## src/rtl/dmem_arb_pkg.sv

```systemverilog
// Shared constants and the address window check for the data-memory arbiter.
package dmem_arb_pkg;

  localparam int unsigned WORDS  = 64;
  localparam int unsigned PERF_W = 16;

  localparam logic PORT_CPU = 1'b0;
  localparam logic PORT_DBG = 1'b1;

  // Word-aligned and inside the words-deep window.
  function automatic logic addr_ok(input logic [31:0] a, input int unsigned words);
    return (a[1:0] == 2'b00) && ({2'b00, a[31:2]} < 32'(words));
  endfunction

endpackage

```

## src/rtl/rr_pick2.sv

```systemverilog
// Combinational 2-way round-robin pick; on a tie the port that was not last granted wins.
module rr_pick2 (
  input  logic req0_i,
  input  logic req1_i,
  input  logic last_i,
  output logic gnt0_o,
  output logic gnt1_o
);

  assign gnt0_o = req0_i & (~req1_i | last_i);
  assign gnt1_o = req1_i & (~req0_i | ~last_i);

endmodule

```

## src/rtl/dmem_arbiter.sv

```systemverilog
// Round-robin arbiter for two masters sharing a single-port data memory; grant is same-cycle,
// read data returns one cycle later. DMEM_ARB_PERF_EN adds saturating grant/contention counters.
module dmem_arbiter #(
  parameter int          DATA_W = 32,
  parameter int unsigned WORDS  = dmem_arb_pkg::WORDS
) (
  input  logic              clk,
  input  logic              reset_n,
  input  logic              req0,
  input  logic              req1,
  input  logic              we0,
  input  logic              we1,
  input  logic [31:0]       a0,
  input  logic [31:0]       a1,
  input  logic [DATA_W-1:0] wd0,
  input  logic [DATA_W-1:0] wd1,
  output logic              gnt0,
  output logic              gnt1,
  output logic [DATA_W-1:0] rd0,
  output logic [DATA_W-1:0] rd1,
  output logic              rvalid0,
  output logic              rvalid1,
  output logic              err0,
  output logic              err1,
`ifdef DMEM_ARB_PERF_EN
  output logic [15:0]       cnt_gnt0,
  output logic [15:0]       cnt_gnt1,
  output logic [15:0]       cnt_conf,
`endif
  output logic              mem_we,
  output logic [31:0]       mem_a,
  output logic [DATA_W-1:0] mem_wd,
  input  logic [DATA_W-1:0] mem_rd
);
  import dmem_arb_pkg::*;

  logic              last_q, last_d;
  logic [DATA_W-1:0] rd0_q, rd1_q;
  logic              rvalid0_q, rvalid0_d, rvalid1_q, rvalid1_d;
  logic              err0_q, err0_d, err1_q, err1_d;
  logic              pick0, pick1;
  logic              ok0, ok1;

  rr_pick2 u_pick (
    .req0_i (req0),
    .req1_i (req1),
    .last_i (last_q),
    .gnt0_o (pick0),
    .gnt1_o (pick1)
  );

  // Reset must suppress grants combinationally so nothing reaches memory.
  assign gnt0 = pick0 & reset_n;
  assign gnt1 = pick1 & reset_n;

  assign ok0 = addr_ok(a0, WORDS);
  assign ok1 = addr_ok(a1, WORDS);

  assign mem_a  = gnt1 ? a1  : a0;
  assign mem_wd = gnt1 ? wd1 : wd0;
  assign mem_we = (gnt0 & we0 & ok0) | (gnt1 & we1 & ok1);

  always_comb begin
    last_d    = last_q;
    if (gnt0 | gnt1)
      last_d = gnt1 ? PORT_DBG : PORT_CPU;
    rvalid0_d = gnt0 & ~we0 & ok0;
    rvalid1_d = gnt1 & ~we1 & ok1;
    err0_d    = gnt0 & ~ok0;
    err1_d    = gnt1 & ~ok1;
  end

  always_ff @(posedge clk) begin
    if (!reset_n) begin
      last_q    <= PORT_DBG;
      rd0_q     <= '0;
      rd1_q     <= '0;
      rvalid0_q <= 1'b0;
      rvalid1_q <= 1'b0;
      err0_q    <= 1'b0;
      err1_q    <= 1'b0;
    end else begin
      last_q    <= last_d;
      rvalid0_q <= rvalid0_d;
      rvalid1_q <= rvalid1_d;
      err0_q    <= err0_d;
      err1_q    <= err1_d;
      if (rvalid0_d) rd0_q <= mem_rd;
      if (rvalid1_d) rd1_q <= mem_rd;
    end
  end

  assign rd0     = rd0_q;
  assign rd1     = rd1_q;
  assign rvalid0 = rvalid0_q;
  assign rvalid1 = rvalid1_q;
  assign err0    = err0_q;
  assign err1    = err1_q;

`ifdef DMEM_ARB_PERF_EN
  logic [PERF_W-1:0] cnt_gnt0_q, cnt_gnt1_q, cnt_conf_q;

  always_ff @(posedge clk) begin
    if (!reset_n) begin
      cnt_gnt0_q <= '0;
      cnt_gnt1_q <= '0;
      cnt_conf_q <= '0;
    end else begin
      if (gnt0 && cnt_gnt0_q != '1)         cnt_gnt0_q <= cnt_gnt0_q + 1'b1;
      if (gnt1 && cnt_gnt1_q != '1)         cnt_gnt1_q <= cnt_gnt1_q + 1'b1;
      if (req0 && req1 && cnt_conf_q != '1) cnt_conf_q <= cnt_conf_q + 1'b1;
    end
  end

  assign cnt_gnt0 = cnt_gnt0_q;
  assign cnt_gnt1 = cnt_gnt1_q;
  assign cnt_conf = cnt_conf_q;
`endif

endmodule

```

## config.mk

```make
export PLATFORM = sky130hd
export DESIGN_NAME = dmem_arbiter
export DESIGN_NICKNAME = d
export VERILOG_FILES = /design/src/rtl/dmem_arb_pkg.sv /design/src/rtl/rr_pick2.sv /design/src/rtl/dmem_arbiter.sv
export SDC_FILE = /design/constraint.sdc
export NUM_CORES = 1
export LEC_CHECK = 0
export CAP_MARGIN = 10
export CORE_ASPECT_RATIO = 0.6
export CORE_UTILIZATION = 29
export CTS_BUF_LIST = sky130_fd_sc_hd__clkbuf_16
export CTS_CLUSTER_DIAMETER = 80
export DETAILED_ROUTE_END_ITERATION = 10
export GPL_TIMING_DRIVEN = 0
export PLACE_DENSITY = 0.78
export SYNTH_ARGS = -nofsm -noshare
export SYNTH_HDL_FRONTEND = slang
export SYNTH_HIERARCHICAL = 1
export SYNTH_SLANG_ARGS = --single-unit
```

## constraint.sdc

```tcl
create_clock -name clk -period 2 [get_ports clk]
set_input_delay 0.3 -clock clk [delete_from_list [all_inputs] [get_ports clk]]
set_output_delay 0.3 -clock clk [all_outputs]
set_load 0.02 [all_outputs]
```

; Word level (Yosys, flattened, before mapping)
; Index checks and enable logic that the tools add are counted.
; Widths: inputs -> output; s select.
[word_totals]
wordCells = 41
input_bits = 166
reg_bits = 69
output_inout_bits = 135
[op_classes]
reduce_logical = 4
n_bitwise = 25
order_cmp = 2
muxes = 3
[ops]
columns = op, count
row1 = $mux 32, 2
row2 = $lt 30x7->1 const B, 2
row3 = $and 1x1->1, 14
row4 = $not 1->1, 7
row5 = $logic_not 2->1, 2
row6 = $or 1x1->1, 4
row7 = $logic_and 1x1->1, 2
row8 = $mux 1, 1

; Depth between registers and ports, before layout
[logic_depth]
depth_word = 7
ltp_mapped = 6
depth_no_buf = 5

; Hierarchy
; The synthesis kept the hierarchy.
[by_module_without_submodules]
columns = module, cells_each, instances, area_each_um2, seq_area_each_um2
row1 = dmem_arbiter, 353, 1, 3492.1, 1381.3
row2 = rr_pick2, 3, 1, 18.8, 0.0

; Worst setup path after synthesis
; OpenSTA, ideal clock, no wires.
[synth_path]
path_kind = in2out
startpoint = input req1
endpoint = output mem_a[10]
stages = 6
path_slack_ns = 0.004
n_path_buf = 2
arrival_time_ns = 1.696
cell_sequence = a21boi_0 nand2_1 inv_1 clkbuf_1 buf_2 mux2_2
[synth_between]
elab_chain_len = 3
[synth_rtl]
columns = element, line
row1 = "start, declared", dmem_arbiter.sv:10  ; input logic req1,
row2 = $and 1x1->1, rr_pick2.sv:11  ; assign gnt1_o = req1_i & (~req0_i | ~last_i);
row3 = $and 1x1->1, dmem_arbiter.sv:54  ; assign gnt1 = pick1 & reset_n;
row4 = $mux 32, dmem_arbiter.sv:59  ; assign mem_a = gnt1 ? a1 : a0;
row5 = "end, declared", dmem_arbiter.sv:31  ; output logic [31:0] mem_a,
; No other way between the ends.

; Worst setup path in the final report
[layout_path]
startpoint = register last_q
endpoint = output mem_a[22]
[layout_between]
elab_chain_len = 5
[layout_rtl]
columns = element, line
row1 = "start, declared", dmem_arbiter.sv:37  ; logic last_q, last_d;
row2 = "start signal, assigned", dmem_arbiter.sv:83  ; last_q <= last_d;
row3 = $not 1->1, rr_pick2.sv:11
row4 = $or 1x1->1, rr_pick2.sv:11
row5 = $and 1x1->1, rr_pick2.sv:11
row6 = net pick1, dmem_arbiter.sv:41  ; logic pick0, pick1;
row7 = $and 1x1->1, dmem_arbiter.sv:54
row8 = $mux 32, dmem_arbiter.sv:59
; The timed path passes the listed nets, and every way through them passes these cells.

==> impl_metrics.ini <==
[logic_synthesis]
synth.net_count = 522
syn_inst = 356
yosysWarnings = 6
synth.most_common_cell = nand2_1
async_flop_share = 0
syn_area_per_cell_um2 = 9.862
yosys_most_used_dff = dfxtp_1
yosysTopAreaCellShare = 0.3934
synth_common_cells = nand2_1 (100), dfxtp_1 (69), mux2_2 (64), mux2i_1 (64)
synth_seq_cells = 69
synthTopCellsByArea = dfxtp_1 (39%), mux2_2 (21%), mux2i_1 (18%)
synth-edff-count = 0
ys_types = 23
ys_seq_area_frac = 0.3934
netlist_area_um2 = 3511
synth_top_cell_by_area = dfxtp_1

[power]
vdd.ir_drop.worst_v = 0.0004061
power_switching_mw = 1.035
power_density_nw_per_um2 = 525.3
clockPowerShare = 0.383
internal_power_mw = 2.946
pwr-share-seq = 0.347
combPwrFrac = 0.270
sw_frac_of_total = 0.2600
p_leak_nw = 3.013

[clocking]
clkTransAtPathRegs_ps = 60
cts_sinks = 69
clk_latency_ps = 320
numCtsBuffers = 9
htree_num_levels = 3
root_buffer = clkbuf_16
cts_tree = yes
cts_hold_buffers = 0
cts_buffer_depth = 2

[floorplan]
row_count = 30
die_h_um = 87.23
die_w_um = 144.0
start_util = 0.3047
core_um2 = 11520
dieArea_um2 = 12570
ioPinCount = 301

[detailed_routing]
drtIter0Drc = 201
vias = 4080
wl_per_cell_um = 20.23
detail-route-antenna-nets = 0
route.detailed.drc = 0
drt_wl_total_um = 17320
via_per_inst = 4.766
first_pass_iters = 4

[min_path]
hp-class = in2reg

[worst_setup_path]
cp_top_family = buffers and inverters
cp-end-kind = output pin
critPathKind = reg2out
max_stage_delay_ps = 360
cp_num_buf_inv = 4
crit_arrival_ps = 1810
cpMaxStageDelayCell = mux2_2
cp-start-kind = flip-flop
cp_max_fo = 5
worstPathCellList = a21boi_2 > nand2_2 > clkinv_4 > clkbuf_16 > buf_12 > mux2_2 > buf_6
required_ps = 1700

[sta]
fin_ws_ps = -105.8
timing.fmax_mhz = 474.9
maxSlewHeadroom = 0.5703
tightest_slew_ps = 644.5
fin_setup_tns_ps = -3170
hold_violations = 0
post-route-period-util = 1.053
slew_viol_final = 0
min_period_ps = 2106
finClkSkew_ps = 3.684
setup_viol = 60
rsz0062_at_grt = true

[grt]
met2_usage = 0.4519
grtUsageMet1 = 0.3136
grt_pass1_wl_um = 23640
first_global_vias = 4148
use_met3 = 0.05827
grt_overflow = 0
antenna_found_initial = 2
grt_max_degree = 12
grt_usage = 0.2565
busiest_layer = met2

[final_layout]
fin_util = 0.6575
syn_to_final_growth_pct = 115.8
drive_above_1_share = 0.3055
stdcell_count = 856
nNetsFinal = 856

[status]
status = complete, but fails checks
violations = negative setup slack

[place]
dp_slack_ps = -1451
dp_cells = 815
hpwlAfterDp_um = 12850
gp_congestion = 0.9070
io_buffers = 299

[run]
maxCapViolCount = 0
-- worst paths after layout --
check                            start              endpoint  slack, ps  depth (start not counted)
setup / recovery   last_q$_SDFFE_PN1P_             mem_a[22]       -110                          7
hold / removal                 reset_n    rvalid0$_SDFF_PN0_        430                          3
setup reg to reg   last_q$_SDFFE_PN1P_  rd1[29]$_SDFFE_PN0P_        360                          8
hold reg to reg   rd1[13]$_SDFFE_PN0P_  rd1[13]$_SDFFE_PN0P_        460                          2
-- registers in the layout, indices dropped and copies added (netlist names) --
register / cells
err1: 1
err0: 1
last_q: 1
rd0: 32
rvalid1: 1
rvalid0: 1
rd1: 32
-- area by class of cell --
class | count | area (um2)
fillers | 899 | 3946
repair buffers | 325 | 3214
multi-input cells | 260 | 2255
flip-flops and latches | 69 | 1383
clock buffers | 9 | 225.2
plain buffers | 22 | 222.7
well taps | 160 | 200.2
clock inverters | 6 | 56.30
inverters | 3 | 16.27
diodes | 2 | 5.005
-- tightest hold or removal path, cell delays in order --
cell,delay [ps]
buf_2,170
nand2_1,160
nor3_1,70
-- cells in the final DEF (no fill, tap or decap), types with 8 or more instances in the layout --
master / n
clkbuf_16: 13
clkdlybuf4s50_1: 193
buf_6: 55
buf_4: 23
mux2_4: 39
clkbuf_1: 8
buf_2: 13
dlygate4sd2_1: 26
mux2i_1: 64
nand2_1: 98
mux2_2: 25
dfxtp_1: 68
-- kinds of logic after synthesis --
logic type	Yosys count	share of synthesized area
simple gates	129	0.1682
mux	128	0.3877
flops	69	0.3934
buf+inv	27	0.04348
compound gates	3	0.007129
-- power by group through the flow --
stage | Clock [mW] | Sequential [mW] | Combinational, mW
floorplan | 0 | 1.41 | 0.343
global placement | 0 | 1.41 | 0.936
detailed placement | 0 | 1.41 | 0.944
CTS | 1.55 | 1.38 | 0.954
global route | 1.61 | 1.38 | 1.11
finish | 1.52 | 1.38 | 1.07
-- repair_timing --
action                                  CTS  global route
pin swaps                                18            13
endpoints found under the setup margin  131           125
hold endpoints to repair                  0             0
resized for setup                       409           116
gates cloned                              2             4
buffers inserted                         18             5
-- stage by stage --
stage          instance area (um2)  power [mW]  hold slack, ps
6_report                      7577       3.981           428.8
5_1_grt                       7577       4.107           437.9
4_1_cts                       7216       3.885           403.6
3_5_place_dp                  6704       2.354           449.1
3_3_place_gp                  6704       2.346           442.4
2_1_floorplan                 3511       1.756           376.1
-- layer usage --
metal | share of wire | wire [um] | vias to the layer above
li1 | - | - | 1910
met1 | 0.43 | 7392 | 1986
met2 | 0.49 | 8467 | 154
met3 | 0.060 | 1036 | 30
met4 | 0.024 | 423 | 0
met5 | 0 | 0 | -
Note: power is estimated with default switching activity, not from simulation.
==> RTL edit, RTL diff (same flow settings) <==
Add a define of `DMEM_ARB_PERF_EN`.
--- a/src/rtl/dmem_arbiter.sv
+++ b/src/rtl/dmem_arbiter.sv
@@ -2,2 +2,4 @@
 // read data returns one cycle later. DMEM_ARB_PERF_EN adds saturating grant/contention counters.
+`define DMEM_ARB_PERF_EN
+
 module dmem_arbiter #(
Behaviour (old outputs only; new: cnt_conf, cnt_gnt0 and cnt_gnt1): unchanged (equiv_simple and equiv_induct, registers matched by name and starting in step).
==> RTL edit against the unedited design <==
The flow still finishes with violations (setup timing). Total power grew 65%. Non-clock buffer count grew 66. Cell area grew 48%. Synthesized cell count grew 81%. Area after synthesis grew 69%. Clock power grew 96%. Sequential power grew 71%. Setup slack lost 0.12 ns. Routed wire length grew 38%. Register-to-register slack lost 0.44 ns. Highest routed layer unchanged. Sequential cell count grew 48.
==> RTL edit: results (changes against the unedited design) <==
| Metric | Value |
|---|---|
| Final Instance Area | 11200 sq um (+48%) |
| Routed length on met1 | 10.2 mm (+38%) |
| Detailed Route Iter0 Violations | 499 (+150%) |
| H-tree depth reported by CTS | 4 (+1) |
| Hold path endpoint | err1 |
| Post_cts resized | 392 (-4.2%) |
| Met2 GRT Util | 35.9% (-9.3 points) |
| CP Max Fanout | 7 (+2) |
| Reg-to-Reg End | cnt_gnt0[13] |
| Largest net degree at the start of global routing | 17 (+5) |
| Status | finished with violations |
| Synth cell count leaders | nand2_1, dfxtp_1, mux2i_1 |
| Gp weighted congestion | 0.841 (-7.2%) |
| Worst reg2reg setup slack | -0.08 ns (-0.44 ns) |
| Total GRT Usage | 21.2% (-4.5 points) |
| Final WS setup | -0.224 ns (-0.118 ns) |
| GR Layer Usage met3 | 7.04% (+1.2 points) |
| Hold slack | 0.433 ns (+0.00401 ns) |
| Clock buffers created by TritonCTS | 17 (+8) |
| Clk_lat worst skew | 0.40 ns (+0.08 ns) |
| Post-Syn Area per Cell | 9.17 sq um (-7.1%) |
| Vias per Instance | 5.03 (+5.4%) |
| Post-route setup TNS | -11.37 ns (-8.20 ns) |
| HPWL Detailed | 17.5 mm (+36%) |
| Max incr delay on CP | 0.33 ns (-0.03 ns) |
| Worst Reg-to-Reg Cells | 7 (-1) |
| Largest cells by area after synthesis | dfxtp_1, mux2_2, mux2i_1 |
| Hold path startpoint | a1[31] |
| Number of fill cells | 1696 (+89%) |
| Area after DPL | 9750 sq um (+45%) |
| Met1 usage | 25.8% (-5.5 points) |
| Failing checks | setup timing |
| Unique masters post-synth | 50 (+120%) |
| Initial antenna violation count | 0 (-2) |
| Met3 routed wirelength | 1.56 mm (+51%) |
| Non-filler cells, final | 1327 (+55%) |
| Layout Nets | 1211 (+41%) |
| Setup bufs post-CTS | 16 (-2) |
| Relative slew slack | 55.7% (-1.3 points) |
| WL met2 | 11.7 mm (+38%) |
| Setup violators final | 68 (+13%) |
==> RTL edit: cell count changes in the layout (fill, tap and decap cells not counted), sizes merged, moves of 17 or more <==
cell | before | now
clkdlybuf4s50 | 193 | 269
o21ai | 0 | 19
nand4 | 2 | 19
a21oi | 0 | 28
dfxtp | 69 | 117
nand2 | 100 | 129
dlygate4sd2 | 26 | 1
==> RTL edit: cells by family after synthesis <==
| group | after synthesis | synth area share [%] |
|---|---|---|
| muxes | 133 | 23.8 |
| DFF | 117 | 39.6 |
| xor gates and xnor gates | 1 | 0.148 |
| adders and majority gates | 3 | 0.634 |
| and+or+nand+nor | 259 | 22.4 |
| buffers and inverters | 46 | 3.82 |
| AOI/OAI and AO/OA | 87 | 9.62 |
==> RTL edit: worst max path at each step <==
stage | start | endpoint | slack, ns | depth (start not counted)
finish | last_q | mem_a[23] | -0.22 | 8
global route | a0[31] | mem_we | -0.32 | 7
floorplan | cnt_conf[0] | cnt_conf[0] | 0.06 | 6
global placement | req1 | mem_a[21] | -1.35 | 9
detailed placement | req1 | mem_a[21] | -1.40 | 9
CTS | last_q | mem_wd[7] | -0.34 | 8
==> RTL edit: cell type report <==
cell class / instances / area share [%]
Inverter: 10 / 0.381
Tap cell: 273 / 3.06
Timing Repair Buffer: 380 / 34.6
Multi-Input combinational cell: 483 / 33.1
Clock buffer: 17 / 3.81
Clock inverter: 14 / 1.30
Buffer: 33 / 2.73
Sequential cell: 117 / 21.0
==> RTL edit: power breakdown <==
part	internal, W	switching (W)	total [W]	leakage (nW)
logic	0.000706	0.000508	0.00121	2.99
clock network	0.00192	0.00107	0.00298	0.280
registers	0.00235	0.0000155	0.00236	0.944
total	0.00497	0.00159	0.00656	4.21
